===== src/rtl/rv_mem_pkg.sv =====
// Shared types for the LSU memory stage: memory-op encoding, RV funct3 load/store
// sizes, FSM states and small decode helpers.
package rv_mem_pkg;

  typedef enum logic [1:0] {
    MEM_NONE  = 2'b00,
    MEM_LOAD  = 2'b01,
    MEM_STORE = 2'b10,
    MEM_RSVD  = 2'b11
  } mem_op_e;

  localparam logic [2:0] F3_B  = 3'b000;
  localparam logic [2:0] F3_H  = 3'b001;
  localparam logic [2:0] F3_W  = 3'b010;
  localparam logic [2:0] F3_BU = 3'b100;
  localparam logic [2:0] F3_HU = 3'b101;

  typedef enum logic [1:0] {
    ST_IDLE = 2'b00,
    ST_REQ  = 2'b01,
    ST_WAIT = 2'b10
  } lsu_state_e;

  typedef enum logic [1:0] {
    SZ_B = 2'b00,
    SZ_H = 2'b01,
    SZ_W = 2'b10
  } access_width_e;

  // Reserved funct3 encodings fall through to a full-word access.
  function automatic access_width_e decode_width(input logic [2:0] f3);
    case (f3)
      F3_B, F3_BU: return SZ_B;
      F3_H, F3_HU: return SZ_H;
      F3_W:        return SZ_W;
      default:     return SZ_W;
    endcase
  endfunction

  function automatic logic is_misaligned(input logic [2:0] f3, input logic [1:0] off);
    case (decode_width(f3))
      SZ_H:    return off[0];
      SZ_W:    return off != 2'b00;
      default: return 1'b0;
    endcase
  endfunction

endpackage


===== src/rtl/lsu_align.sv =====
// Byte-lane steering: store byte enables / lane-replicated write data, and
// load lane extraction with sign or zero extension.
module lsu_align
  import rv_mem_pkg::*;
(
  input  logic [2:0]  size,
  input  logic [1:0]  off,
  input  logic [31:0] st_data,
  input  logic [31:0] ld_word,
  output logic [3:0]  be,
  output logic [31:0] wdata,
  output logic [31:0] ld_data
);

  access_width_e width;
  logic [1:0]    lane_off;
  logic [31:0]   lane;

  // NOTE: every output of a combinational block gets a default first so no
  // path through the case leaves it unassigned, which would infer a latch.
  always_comb begin
    width    = decode_width(size);
    lane_off = 2'b00;
    be       = 4'b1111;
    wdata    = st_data;
    case (width)
      SZ_B: begin
        lane_off = off;
        be       = 4'b0001 << off;
        wdata    = {4{st_data[7:0]}};
      end
      SZ_H: begin
        lane_off = {off[1], 1'b0};
        be       = 4'b0011 << lane_off;
        wdata    = {2{st_data[15:0]}};
      end
      default: ;
    endcase

    lane    = ld_word >> {lane_off, 3'b000};
    ld_data = lane;
    case (width)
      SZ_B: ld_data = size[2] ? {24'd0, lane[7:0]} : {{24{lane[7]}}, lane[7:0]};
      SZ_H: ld_data = size[2] ? {16'd0, lane[15:0]} : {{16{lane[15]}}, lane[15:0]};
      default: ;
    endcase
  end

endmodule


===== src/rtl/lsu_mem_stage.sv =====
// Memory-access stage: single-outstanding req/gnt/rvalid data bus, write-back
// bundle generation and stall request. Optional MEM_MISALIGN_TRAP_EN adds traps.
module lsu_mem_stage
  import rv_mem_pkg::*;
#(
  parameter int TIMEOUT_CYC = 255
) (
  input  logic        clk,
  input  logic        rst_sync,
  input  logic        ex_valid,
  output logic        ex_ready,
  input  logic [1:0]  ex_mem_op,
  input  logic [2:0]  ex_mem_size,
  input  logic [31:0] ex_mem_addr,
  input  logic [31:0] ex_store_data,
  input  logic [4:0]  ex_reg_waddr,
  input  logic [31:0] ex_reg_wdata,
  input  logic        ex_reg_wen,
  output logic        stall_req,
  output logic        dmem_req,
  output logic        dmem_we,
  output logic [31:0] dmem_addr,
  output logic [31:0] dmem_wdata,
  output logic [3:0]  dmem_be,
  input  logic        dmem_gnt,
  input  logic        dmem_rvalid,
  input  logic [31:0] dmem_rdata,
  output logic        wb_valid,
  output logic [4:0]  wb_waddr,
  output logic [31:0] wb_wdata,
  output logic        wb_wen,
  output logic        bus_err
`ifdef MEM_MISALIGN_TRAP_EN
  ,
  output logic        misalign_trap,
  output logic [31:0] misalign_addr
`endif
);

  localparam int CNT_W = (TIMEOUT_CYC < 2) ? 1 : $clog2(TIMEOUT_CYC + 1);

  lsu_state_e  state_q, state_d;
  logic        req_q, req_d;
  logic        we_q, we_d;
  logic [31:0] addr_q, addr_d;
  logic [31:0] wdata_q, wdata_d;
  logic [3:0]  be_q, be_d;
  logic [2:0]  size_q, size_d;
  logic [1:0]  off_q, off_d;
  logic [4:0]  waddr_q, waddr_d;
  logic        wen_q, wen_d;
  logic [CNT_W-1:0] cnt_q, cnt_d;
  logic        wb_valid_q, wb_valid_d;
  logic [4:0]  wb_waddr_q, wb_waddr_d;
  logic [31:0] wb_wdata_q, wb_wdata_d;
  logic        wb_wen_q, wb_wen_d;
  logic        bus_err_q, bus_err_d;
`ifdef MEM_MISALIGN_TRAP_EN
  logic        trap_q, trap_d;
  logic [31:0] trap_addr_q, trap_addr_d;
`endif

  mem_op_e     op;
  logic [2:0]  align_size;
  logic [1:0]  align_off;
  logic [3:0]  align_be;
  logic [31:0] align_wdata;
  logic [31:0] align_ld;

  // One aligner: fed from EX at accept time, from the captured access at completion.
  assign align_size = (state_q == ST_IDLE) ? ex_mem_size : size_q;
  assign align_off  = (state_q == ST_IDLE) ? ex_mem_addr[1:0] : off_q;

  lsu_align u_align (
    .size    (align_size),
    .off     (align_off),
    .st_data (ex_store_data),
    .ld_word (dmem_rdata),
    .be      (align_be),
    .wdata   (align_wdata),
    .ld_data (align_ld)
  );

  always_comb begin
    op          = mem_op_e'(ex_mem_op);
    state_d     = state_q;
    req_d       = req_q;
    we_d        = we_q;
    addr_d      = addr_q;
    wdata_d     = wdata_q;
    be_d        = be_q;
    size_d      = size_q;
    off_d       = off_q;
    waddr_d     = waddr_q;
    wen_d       = wen_q;
    cnt_d       = cnt_q;
    wb_valid_d  = 1'b0;
    wb_waddr_d  = wb_waddr_q;
    wb_wdata_d  = wb_wdata_q;
    wb_wen_d    = 1'b0;
    bus_err_d   = 1'b0;
`ifdef MEM_MISALIGN_TRAP_EN
    trap_d      = 1'b0;
    trap_addr_d = trap_addr_q;
`endif

    case (state_q)
      ST_IDLE: begin
        if (ex_valid) begin
          if (op == MEM_LOAD || op == MEM_STORE) begin
`ifdef MEM_MISALIGN_TRAP_EN
            if (is_misaligned(ex_mem_size, ex_mem_addr[1:0])) begin
              wb_valid_d  = 1'b1;
              wb_waddr_d  = ex_reg_waddr;
              trap_d      = 1'b1;
              trap_addr_d = ex_mem_addr;
            end else
`endif
            begin
              state_d = ST_REQ;
              req_d   = 1'b1;
              we_d    = (op == MEM_STORE);
              addr_d  = {ex_mem_addr[31:2], 2'b00};
              wdata_d = align_wdata;
              be_d    = align_be;
              size_d  = ex_mem_size;
              off_d   = ex_mem_addr[1:0];
              waddr_d = ex_reg_waddr;
              wen_d   = ex_reg_wen && (ex_reg_waddr != 5'd0);
            end
          end else begin
            wb_valid_d = 1'b1;
            wb_waddr_d = ex_reg_waddr;
            wb_wdata_d = ex_reg_wdata;
            wb_wen_d   = ex_reg_wen && (ex_reg_waddr != 5'd0);
          end
        end
      end

      ST_REQ: begin
        if (dmem_gnt) begin
          req_d = 1'b0;
          cnt_d = '0;
          if (we_q) begin
            state_d    = ST_IDLE;
            wb_valid_d = 1'b1;
            wb_waddr_d = waddr_q;
          end else if (dmem_rvalid) begin
            state_d    = ST_IDLE;
            wb_valid_d = 1'b1;
            wb_waddr_d = waddr_q;
            wb_wdata_d = align_ld;
            wb_wen_d   = wen_q;
          end else begin
            state_d = ST_WAIT;
          end
        end
      end

      ST_WAIT: begin
        cnt_d = cnt_q + CNT_W'(1);
        if (dmem_rvalid) begin
          state_d    = ST_IDLE;
          wb_valid_d = 1'b1;
          wb_waddr_d = waddr_q;
          wb_wdata_d = align_ld;
          wb_wen_d   = wen_q;
        end else if (TIMEOUT_CYC != 0 && cnt_d == CNT_W'(TIMEOUT_CYC)) begin
          state_d    = ST_IDLE;
          wb_valid_d = 1'b1;
          wb_waddr_d = waddr_q;
          bus_err_d  = 1'b1;
        end
      end

      default: state_d = ST_IDLE;
    endcase
  end

  // NOTE: state flops use non-blocking assignments so every register samples
  // the pre-edge value of every other register, independent of statement order.
  always_ff @(posedge clk or negedge rst_sync) begin
    if (!rst_sync) begin
      state_q     <= ST_IDLE;
      req_q       <= 1'b0;
      we_q        <= 1'b0;
      addr_q      <= '0;
      wdata_q     <= '0;
      be_q        <= '0;
      size_q      <= '0;
      off_q       <= '0;
      waddr_q     <= '0;
      wen_q       <= 1'b0;
      cnt_q       <= '0;
      wb_valid_q  <= 1'b0;
      wb_waddr_q  <= '0;
      wb_wdata_q  <= '0;
      wb_wen_q    <= 1'b0;
      bus_err_q   <= 1'b0;
`ifdef MEM_MISALIGN_TRAP_EN
      trap_q      <= 1'b0;
      trap_addr_q <= '0;
`endif
    end else begin
      state_q     <= state_d;
      req_q       <= req_d;
      we_q        <= we_d;
      addr_q      <= addr_d;
      wdata_q     <= wdata_d;
      be_q        <= be_d;
      size_q      <= size_d;
      off_q       <= off_d;
      waddr_q     <= waddr_d;
      wen_q       <= wen_d;
      cnt_q       <= cnt_d;
      wb_valid_q  <= wb_valid_d;
      wb_waddr_q  <= wb_waddr_d;
      wb_wdata_q  <= wb_wdata_d;
      wb_wen_q    <= wb_wen_d;
      bus_err_q   <= bus_err_d;
`ifdef MEM_MISALIGN_TRAP_EN
      trap_q      <= trap_d;
      trap_addr_q <= trap_addr_d;
`endif
    end
  end

  assign ex_ready   = (state_q == ST_IDLE);
  assign stall_req  = (state_q == ST_REQ) || (state_q == ST_WAIT);
  assign dmem_req   = req_q;
  assign dmem_we    = we_q;
  assign dmem_addr  = addr_q;
  assign dmem_wdata = wdata_q;
  assign dmem_be    = be_q;
  assign wb_valid   = wb_valid_q;
  assign wb_waddr   = wb_waddr_q;
  assign wb_wdata   = wb_wdata_q;
  assign wb_wen     = wb_wen_q;
  assign bus_err    = bus_err_q;
`ifdef MEM_MISALIGN_TRAP_EN
  assign misalign_trap = trap_q;
  assign misalign_addr = trap_addr_q;
`endif

endmodule


===== config.mk =====
export PLATFORM = sky130hd
export DESIGN_NAME = lsu_mem_stage
export DESIGN_NICKNAME = d
export VERILOG_FILES = /design/src/rtl/rv_mem_pkg.sv /design/src/rtl/lsu_align.sv /design/src/rtl/lsu_mem_stage.sv
export SDC_FILE = /design/constraint.sdc
export NUM_CORES = 1
export LEC_CHECK = 0
export CAP_MARGIN = 20
export CORE_ASPECT_RATIO = 2
export CORE_MARGIN = 2
export CORE_UTILIZATION = 49
export CTS_BUF_LIST = sky130_fd_sc_hd__clkbuf_16
export CTS_CLUSTER_DIAMETER = 40
export DETAILED_ROUTE_END_ITERATION = 12
export HOLD_SLACK_MARGIN = 0.05
export PLACE_DENSITY = 0.95
export SLEW_MARGIN = 15
export SYNTH_ARGS = -nofsm -noshare
export SYNTH_HDL_FRONTEND = slang
export SYNTH_HIERARCHICAL = 1
export SYNTH_SLANG_ARGS = --single-unit

===== constraint.sdc =====
create_clock -name clk -period 5.2 [get_ports clk]
set_input_delay 1.04 -clock clk [delete_from_list [all_inputs] [get_ports clk]]
set_output_delay 1.04 -clock clk [all_outputs]
set_load 0.005 [all_outputs]

======== Word-level counts from Yosys, hierarchy flattened ========
Cells that the tools add are included.
cells by class
  shift-type cells ........................ 3
  eq/ne operators ......................... 16
  mux-type cells .......................... 53
  reduce and logical (&&, ||, !) cells .... 18
  $add $sub $neg .......................... 1
operator list
  kind                                                                    number
  32-bit 2-to-1 mux                                                       7
  32-bit case mux with 2 select lines                                     2
  32-bit case mux with 3 select lines                                     1
  5-bit 2-to-1 mux                                                        7
  32-bit by 5-bit >> shifter with 32-bit output                           1
  1-bit 2-to-1 mux                                                        17
  2-bit 2-to-1 mux                                                        8
  8-bit case mux with 2 select lines                                      1
  5-bit case mux with 3 select lines                                      1
  8-bit by 1-bit adder with 8-bit output (second input constant)          1
  8-bit equality test (second input constant)                             1
  8-bit 2-to-1 mux                                                        1
  2-bit != test (second input constant)                                   4
  2-bit case mux with 2 select lines                                      2
  4-bit case mux with 2 select lines                                      1
  4-bit AND reduction                                                     2
  2-bit by 1-bit equality test with 1-bit output (second input constant)  3
  3-bit equality test (second input constant)                             2
  3-bit != test (second input constant)                                   2
  1-bit case mux with 3 select lines                                      2
  2-bit case mux with 3 select lines                                      1
  6-bit AND reduction                                                     1
  5-bit AND reduction                                                     1
  5-bit nonzero test                                                      1
  16 further kinds                                                        21
storage, ports and cells
  register bits after elaboration ......... 129
  input port bits ......................... 144
  output and inout bits ................... 112
  logic and storage cells ................. 107

======== Longest topological paths before layout ========
Gate-level depths: netlist of the first run.
  depth after elaboration ................. 14
  mapped depth ............................ 13
  gate-level depth less buffers ........... 9

======== By module ========
The synthesis of the first run kept the hierarchy.
modules (own cells, without submodules)
  module         cells an instance  area each (sq um)  instances
  lsu_mem_stage  492                5,893.2            1
  lsu_align      159                1,214.9            1

======== Worst setup path after synthesis of the first run ========
No wires, ideal clock.
  path type ............................... in2reg
  start point ............................. in ex_mem_size[1]
  end point ............................... reg wdata_q[15], in the netlist dmem_wdata[15]
  stages .................................. 6
  path buffers ............................ 2
  path slack .............................. 2.556 ns
  data required time ...................... 5.075 ns
  setup time .............................. 0.125 ns
  arrival ................................. 2.520 ns
  path through ............................ mux2_2 > buf_2 > nor2_4 > buf_2 > mux2_2 > mux2_2
between the ends
  longest elaborated chain between the ends .. 6
ends and longest elaborated chain
  element                                                                                     line                  text
  start, declared                                                                             lsu_mem_stage.sv:13   input logic [2:0] ex_mem_size,
  3-bit 2-to-1 mux *                                                                          lsu_mem_stage.sv:71   assign align_size = (state_q == ST_IDLE) ? ex_mem_size : size_q;
  3-bit by 1-bit equality test with 1-bit output (tied with other cells)                      rv_mem_pkg.sv:32      case (f3)
  2-bit OR reduction                                                                          rv_mem_pkg.sv:32
  2-bit case mux with 2 select lines *                                                        rv_mem_pkg.sv:32
  2-bit by 1-bit equality test with 1-bit output / 2-bit logical NOT (equally long branches)  lsu_align.sv:26       case (width)
  32-bit case mux with 2 select lines *                                                       lsu_align.sv:26
  named net align_wdata[15]                                                                   lsu_mem_stage.sv:67   logic [31:0] align_wdata;
  end signal, assigned                                                                        lsu_mem_stage.sv:209  wdata_q <= wdata_d;
  end, declared                                                                               lsu_mem_stage.sv:46   logic [31:0] wdata_q, wdata_d;
Mark *: on every way through the listed nets, which the timed path passes. The rest lies on a longest branch.
A chain may end at the register's enable or synchronous reset.

======== Final worst setup path of the first run ========
  start point ............................. in ex_mem_size[1]
  end point ............................... reg wb_wdata_q[27], in the netlist wb_wdata[27]
between the ends
  longest elaborated chain between the ends .. 13
ends and longest elaborated chain
  element                                                                                     line                                        text
  3-bit 2-to-1 mux *                                                                          lsu_mem_stage.sv:71
  named net align_size[1]                                                                     lsu_mem_stage.sv:64                         logic [2:0] align_size;
  3-bit by 1-bit equality test with 1-bit output (tied with other cells)                      rv_mem_pkg.sv:32
  2-bit OR reduction                                                                          rv_mem_pkg.sv:32
  2-bit case mux with 2 select lines *                                                        rv_mem_pkg.sv:32
  2-bit by 1-bit equality test with 1-bit output / 2-bit logical NOT (equally long branches)  lsu_align.sv:26, lsu_align.sv:42
  2-bit case mux with 2 select lines                                                          lsu_align.sv:26
  32-bit by 5-bit >> shifter with 32-bit output                                               lsu_align.sv:40                             lane = ld_word >> {lane_off, 3'b000};
  32-bit 2-to-1 mux (on tied branches)                                                        lsu_align.sv:44, lsu_align.sv:43
  32-bit case mux with 2 select lines *                                                       lsu_align.sv:42                             case (width)
  named net align_ld[27]                                                                      lsu_mem_stage.sv:68                         logic [31:0] align_ld;
  32-bit 2-to-1 mux *                                                                         lsu_mem_stage.sv:148, lsu_mem_stage.sv:162
  32-bit 2-to-1 mux                                                                           lsu_mem_stage.sv:144                        if (we_q) begin
  32-bit 2-to-1 mux                                                                           lsu_mem_stage.sv:141                        if (dmem_gnt) begin
  32-bit case mux with 3 select lines *                                                       lsu_mem_stage.sv:107                        case (state_q)
  end signal, assigned                                                                        lsu_mem_stage.sv:218                        wb_wdata_q <= wb_wdata_d;
  end, declared                                                                               lsu_mem_stage.sv:55                         logic [31:0] wb_wdata_q, wb_wdata_d;
Mark *: on every way through the listed nets, which the timed path passes. The rest lies on a longest branch. The select of a mux whose other input is x is not followed.

==> flow_summary_export.csv, run 1 <==
group,metric,value,unit
clock_tree,clock-sinks,129,
floorplan,die_x,89.2,um
route,wl_per_cell,19.7,um
yosys,synth.most_common_cell,"dfrtp_1",
route,drt-total-wl,21.3,mm
floorplan,dieArea,15500,um^2
pwr,power_density,570,nW/um^2
global_routing,overflow,0,
global_routing,gr-usage-met2,46.5,%
layout,layout.nets,1026,
clock_tree,cts_buffers,17,
timing,clock_skew,0.0140,ns
setup_path,reg2reg_depth,8,
global_routing,grt_pass1_wl,33.3,mm
timing,setup_tns,0,ns
yosys,ys_types,58,
setup_path,timing.rr.end,"wb_wdata[27]",
yosys,synth_area_leaders,"dfrtp_1 45%, mux2_2 17%, mux2i_1 7.9%, o21ai_0 4.5%, nand2_1 4.4%",
yosys,async_reset_ff_share,100,%
setup_path,rrSetupSlack,1.67,ns
timing,rsz0062_at_grt,"false",
min_path,hold_path_class,"flop to flop",
run,max-cap-violations,0,
timing,hold_viol,0,
floorplan,num_rows,62,
route,drc_errors,0,
route,via_count,6142,
yosys,ys.warnings.count,6,
setup_path,critPathLaunchType,"primary input",
global_routing,antenna_found_initial,1,
clock_tree,cts-htree-levels,4,
timing,drv_slew,0,
clock_tree,cts_root_buffer,"clkbuf_16",
floorplan,start_util,49.8,%
clock_tree,cts_resized,0,
clock_tree,path_clk_slew,0.06,ns
setup_path,worst-endpoint-required,5.46,ns
clock_tree,holdBufCountCts,0,
floorplan,pin_count,256,
setup_path,critical_path_class,"primary input to flop",
yosys,synth_top_area_share,45.4,%
layout,syn_to_final_growth,43.2,%
setup_path,worstPathArrival,3.90,ns
floorplan,core,14300,um^2
timing,fmax,0.275,GHz
route,postRouteAntennaNets,0,
pwr,ir_drop,0.385,mV
route,drtIter0Drc,369,
yosys,synth_top_cell_by_area,"dfrtp_1",
yosys,seq_area_frac_synth,45.4,%
timing,period_share,70.0,%
clock_tree,cts_tree,"built",
clock_tree,ctsLongestPathBuffers,2,
timing,period_minus_slack,3.64,ns
timing,worst_slew_pin_slew,1.13,ns
place,dp_hpwl,15.6,mm
clock_tree,worstSkewPairLatency,0.42,ns
route,firstDrtPassIters,5,
yosys,synthTopCellsByCount,"129 x dfrtp_1, 106 x mux2_2, 83 x nand2_1, 64 x o21ai_0, 56 x mux2i_1",
yosys,ys.flop_type,"dfrtp_1",
pwr,power.leakage,4.24,nW
timing,hold_ws,0.478,ns
setup_path,critPathCaptureType,"flop",
yosys,synth-edff-count,0,
min_path,hold_depth,2,
timing,setup_viol,0,
place,gp_congestion,0.918,
global_routing,track_usage,27.8,%
setup_path,worstReg2RegStart,"state_q[0]",
global_routing,top_usage_layer,"met2",
yosys,syn_area_per_cell,10.9,um^2
global_routing,gr-usage-met1,32.4,%
min_path,hold-path-endpoint,"wb_wdata[24]",
setup_path,path_max_fanout,31,
yosys,synthCells,651,
yosys,synthesis.area,7110,um^2
clock_tree,cts_setup_buffers,0,
floorplan,die_height,174,um
yosys,ys_seq_elements,129,
min_path,min_from,"wb_wdata[24]",
run_status,status,"finished clean",
place,port_buffers,253,
timing,slew_headroom,24.6,%
global_routing,met3_usage,5.89,%
global_routing,grt_pass1_vias,6297,
route,viasPerCell,5.68,
layout,layout-drive-gt1-share,19.1,%
global_routing,grt_max_degree,96,
## worst max-delay path: stages
cell and delay, ns:
clkdlybuf4s50_1 0.48, mux2_2 0.57, nand2b_1 0.74, o221a_4 0.57, o221ai_1 0.20, mux2i_1 0.18, o21ai_0 0.10
## routing by layer
metal  part of all wire (%)  vias to the layer above
met5                      0                        -
met3                    5.9                       67
met4                    4.9                        0
li1                       -                     2789
met1                     36                     3020
met2                     53                      266
## report_power, final
part	switching, mW	internal [mW]
clock network	0.503	0.624
logic	1.30	1.60
registers	0.290	1.48
## registers in the layout, indices dropped and copies added, names as in the netlist, 3 cells and up
signal	cells
wb_wdata	32
dmem_be	4
waddr_q	5
wb_waddr	5
cnt_q	8
size_q	3
dmem_addr	30
dmem_wdata	32
## layout by cell type, fill, tap and decap left out, drive strengths merged, types with 3 or more instances in the layout
master / synthesis / layout
a21oi: 5 / 5
a221oi: 6 / 6
and2: 8 / 8
buf: 36 / 7
clkbuf: 19 / 17
clkdlybuf4s50: 0 / 252
clkinv: 0 / 5
dfrtp: 129 / 129
ha: 7 / 7
inv: 9 / 17
mux2: 106 / 106
mux2i: 56 / 56
nand2: 83 / 83
nand2b: 5 / 5
nand3: 12 / 12
nand4: 8 / 8
nor2: 19 / 19
nor2b: 4 / 4
nor3: 9 / 9
o211ai: 3 / 3
o21a: 3 / 3
o21ai: 65 / 65
o221ai: 16 / 16
o22ai: 9 / 9
or3: 4 / 4
## worst max-delay path by stage
| stage | from | endpoint | slack, ns | cells after the start |
|---|---|---|---|---|
| final | ex_mem_size[1] | wb_wdata[27] | 1.56 | 7 |
| after global routing | ex_mem_size[1] | wb_wdata[28] | 1.32 | 7 |
| after CTS | ex_mem_size[1] | wb_wdata[27] | 1.59 | 7 |
| after detailed placement | ex_mem_size[1] | wb_wdata[27] | 1.16 | 7 |
| after global placement | ex_mem_size[1] | wb_wdata[27] | 1.26 | 7 |
| after floorplan | ex_mem_size[1] | dmem_wdata[15] | 2.56 | 6 |
## metrics by stage
step	instances	setup slack (ns)	power, mW	instance area, um^2	util [%]
floorplan	652	2.56	3.35	7110	-
CTS	1080	1.59	5.82	10200	71.3
detailed placement	1048	1.16	4.68	9620	67.4
global placement	1048	1.26	4.57	9620	67.4
global route	1081	1.32	6.15	10200	71.3
finish	1081	1.56	5.80	10200	71.3
## final cells by class
type | count | area [um^2]
timing repair buffer | 259 | 2580
sequential | 129 | 3230
clock inverter | 15 | 124
tap | 192 | 240
inverter | 9 | 33.8
multi-input combinational | 459 | 3540
fill | 1060 | 4100
clock buffer | 17 | 425
antenna | 1 | 2.50
## kinds of logic (layout without fill, tap and decap cells)
family,count (synthesis),after routing,synth area share [%]
multiplexers,162,162,24.7
flip-flops,129,129,45.4
AO/OA/AOI/OAI,125,125,12.6
AND/OR/NAND/NOR,162,162,11.0
XOR/XNOR,1,1,0.123
other,1,3,0.0528
buffers and inverters,64,300,4.82
adder cells (fa/ha/maj),7,7,1.23
No activity file was read; power rests on OpenSTA's default activity.
==> run 2, diff against run 1 <==
CORE_UTILIZATION = 46   (was 49)
PLACE_DENSITY = 0.92   (was 0.95)
clock period = 3.55 ns   (was 5.2 ns; I/O delays follow)
==> flow_summary_export.csv, run 2 (same netlist as run 1, synthesis figures left out) <==
group,metric,value,unit
timing,setup_tns,0,ns
layout,layout.nets,1033,
timing,slew_headroom,46.8,%
route,viasPerCell,5.57,
place,place_area,9720,um^2
setup_path,cp_top_family,"multiplexers",
layout,fin_area,10400,um^2
global_routing,overflow,0,
floorplan,die_x,91.9,um
setup_path,critPathLaunchType,"flop",
pwr,power.leakage,4.35,nW
setup_path,worstReg2RegStart,"state_q[0]",
setup_path,critPathCaptureType,"flop",
clock_tree,cts-htree-levels,4,
timing,rsz0062_at_grt,"false",
timing,fmax,0.325,GHz
pwr,power_density,859,nW/um^2
layout,syn_to_final_growth,46.2,%
route,drc_errors,0,
setup_path,critical_path_class,"flop to flop",
global_routing,grt_pass1_vias,6514,
place,port_buffers,253,
floorplan,pin_count,256,
floorplan,start_util,46.7,%
clock_tree,path_clk_slew,0.06,ns
route,firstDrtPassIters,5,
setup_path,cp_cell_sequence,"inv_1 > ha_2 > mux2_2 > nand2b_1 > buf_4 > o221a_4 > o221ai_2 > mux2i_1 > o21ai_0",
floorplan,dieArea,16500,um^2
clock_tree,cts_tree,"built",
clock_tree,holdBufCountCts,0,
clock_tree,ctsLongestPathBuffers,2,
setup_path,crit_buf_inv,2,
floorplan,core,15200,um^2
timing,drv_slew,0,
setup_path,worstPathArrival,3.36,ns
run_status,status,"finished clean",
run,max-cap-violations,0,
timing,clock_skew,0.00677,ns
route,wl_per_cell,19.9,um
timing,period_share,86.7,%
clock_tree,cts_root_buffer,"clkbuf_16",
setup_path,slowest_delay,0.56,ns
floorplan,num_rows,64,
layout,final_common_cell,"clkdlybuf4s50_1",
timing,setup_viol,0,
min_path,hold_path_class,"primary input to asynchronous set/reset pin",
clock_tree,cts_resized,0,
timing,worst_slew_pin_slew,0.796,ns
layout,nFillCells,1119,
pwr,ir_drop,0.541,mV
clock_tree,clock-sinks,129,
global_routing,grt_pass1_wl,34.5,mm
setup_path,startpoint,"state_q[0]",
global_routing,antenna_found_initial,3,
layout,final_cell_mix,"252 x clkdlybuf4s50_1, 129 x dfrtp_1, 106 x mux2_2",
clock_tree,cts_buffers,17,
route,via_count,6108,
place,dp_hpwl,15.9,mm
timing,period_minus_slack,3.08,ns
setup_path,worst-endpoint-required,3.83,ns
clock_tree,worstSkewPairLatency,0.41,ns
route,drt-total-wl,21.8,mm
place,gp_congestion,0.879,
route,postRouteAntennaNets,0,
timing,hold_ws,0.275,ns
setup_path,path_max_fanout,27,
pwr,p_total,8.92,mW
global_routing,track_usage,26.6,%
global_routing,grt_max_degree,72,
layout,layout-drive-gt1-share,19.4,%
timing,hold_viol,0,
clock_tree,cts_setup_buffers,0,
setup_path,cp_slowest_cell,"mux2_2",
floorplan,die_height,180,um
route,drtIter0Drc,300,
==> run 2: final cells by class <==
class | instances | area (um^2) | share of cell area [%]
multi-input cells | 459 | 3540 | 34.1
flip-flops and latches | 129 | 3230 | 31.1
repair buffers | 266 | 2670 | 25.6
clock buffers | 17 | 425 | 4.09
well taps | 198 | 248 | 2.38
clock inverters | 15 | 241 | 2.32
inverters | 9 | 33.8 | 0.325
diodes | 3 | 7.51 | 0.0722
==> run 2: worst reg2reg max path, delay by kind of cell (launching register included) <==
kind	cells	cell delay, ns
AO/OA/AOI/OAI	3	0.78
adder cells (fa/ha/maj)	1	0.36
buffers and inverters	2	0.41
flip-flops	1	0.43
multiplexers	2	0.79
AND/OR/NAND/NOR	1	0.19
==> run 2: final timing paths <==
| check | slack, ns | cells after the start | end |
|---|---|---|---|
| hold reg to reg | 0.48 | 2 | wb_wdata[29] |
| setup / recovery | 0.47 | 9 | wb_wdata[18] |
| hold / removal | 0.28 | 1 | wb_valid |
| setup reg to reg | 0.47 | 9 | wb_wdata[18] |
| min in group clk | 0.48 | 2 | wb_wdata[29] |
| max in group asynchronous | 2.38 | 2 | dmem_addr[31] |
==> run 2: metrics by stage <==
stage | utilization (%) | cells | worst slack, ns
final | 68.3 | 1096 | 0.471
after global routing | 68.3 | 1096 | 0.313
after CTS | 68.3 | 1093 | 0.500
after detailed placement | 63.9 | 1061 | 0.314
after global placement | 63.9 | 1061 | 0.417
after floorplan | - | 652 | 0.967
==> run 2: report_power, final <==
group	switching (mW)	internal [mW]	leakage, nW
registers	0.411	2.17	1.56
logic	1.95	2.41	2.46
clock network	0.666	1.31	0.324
==> run 2: per-layer routing <==
metal	vias to the layer above	track usage (%)	wire length, um
met4	0	14.7	1010
met1	3000	28.2	7600
met2	241	48.1	12000
li1	2808	-	-
met5	-	0	0
met3	59	5.66	1120
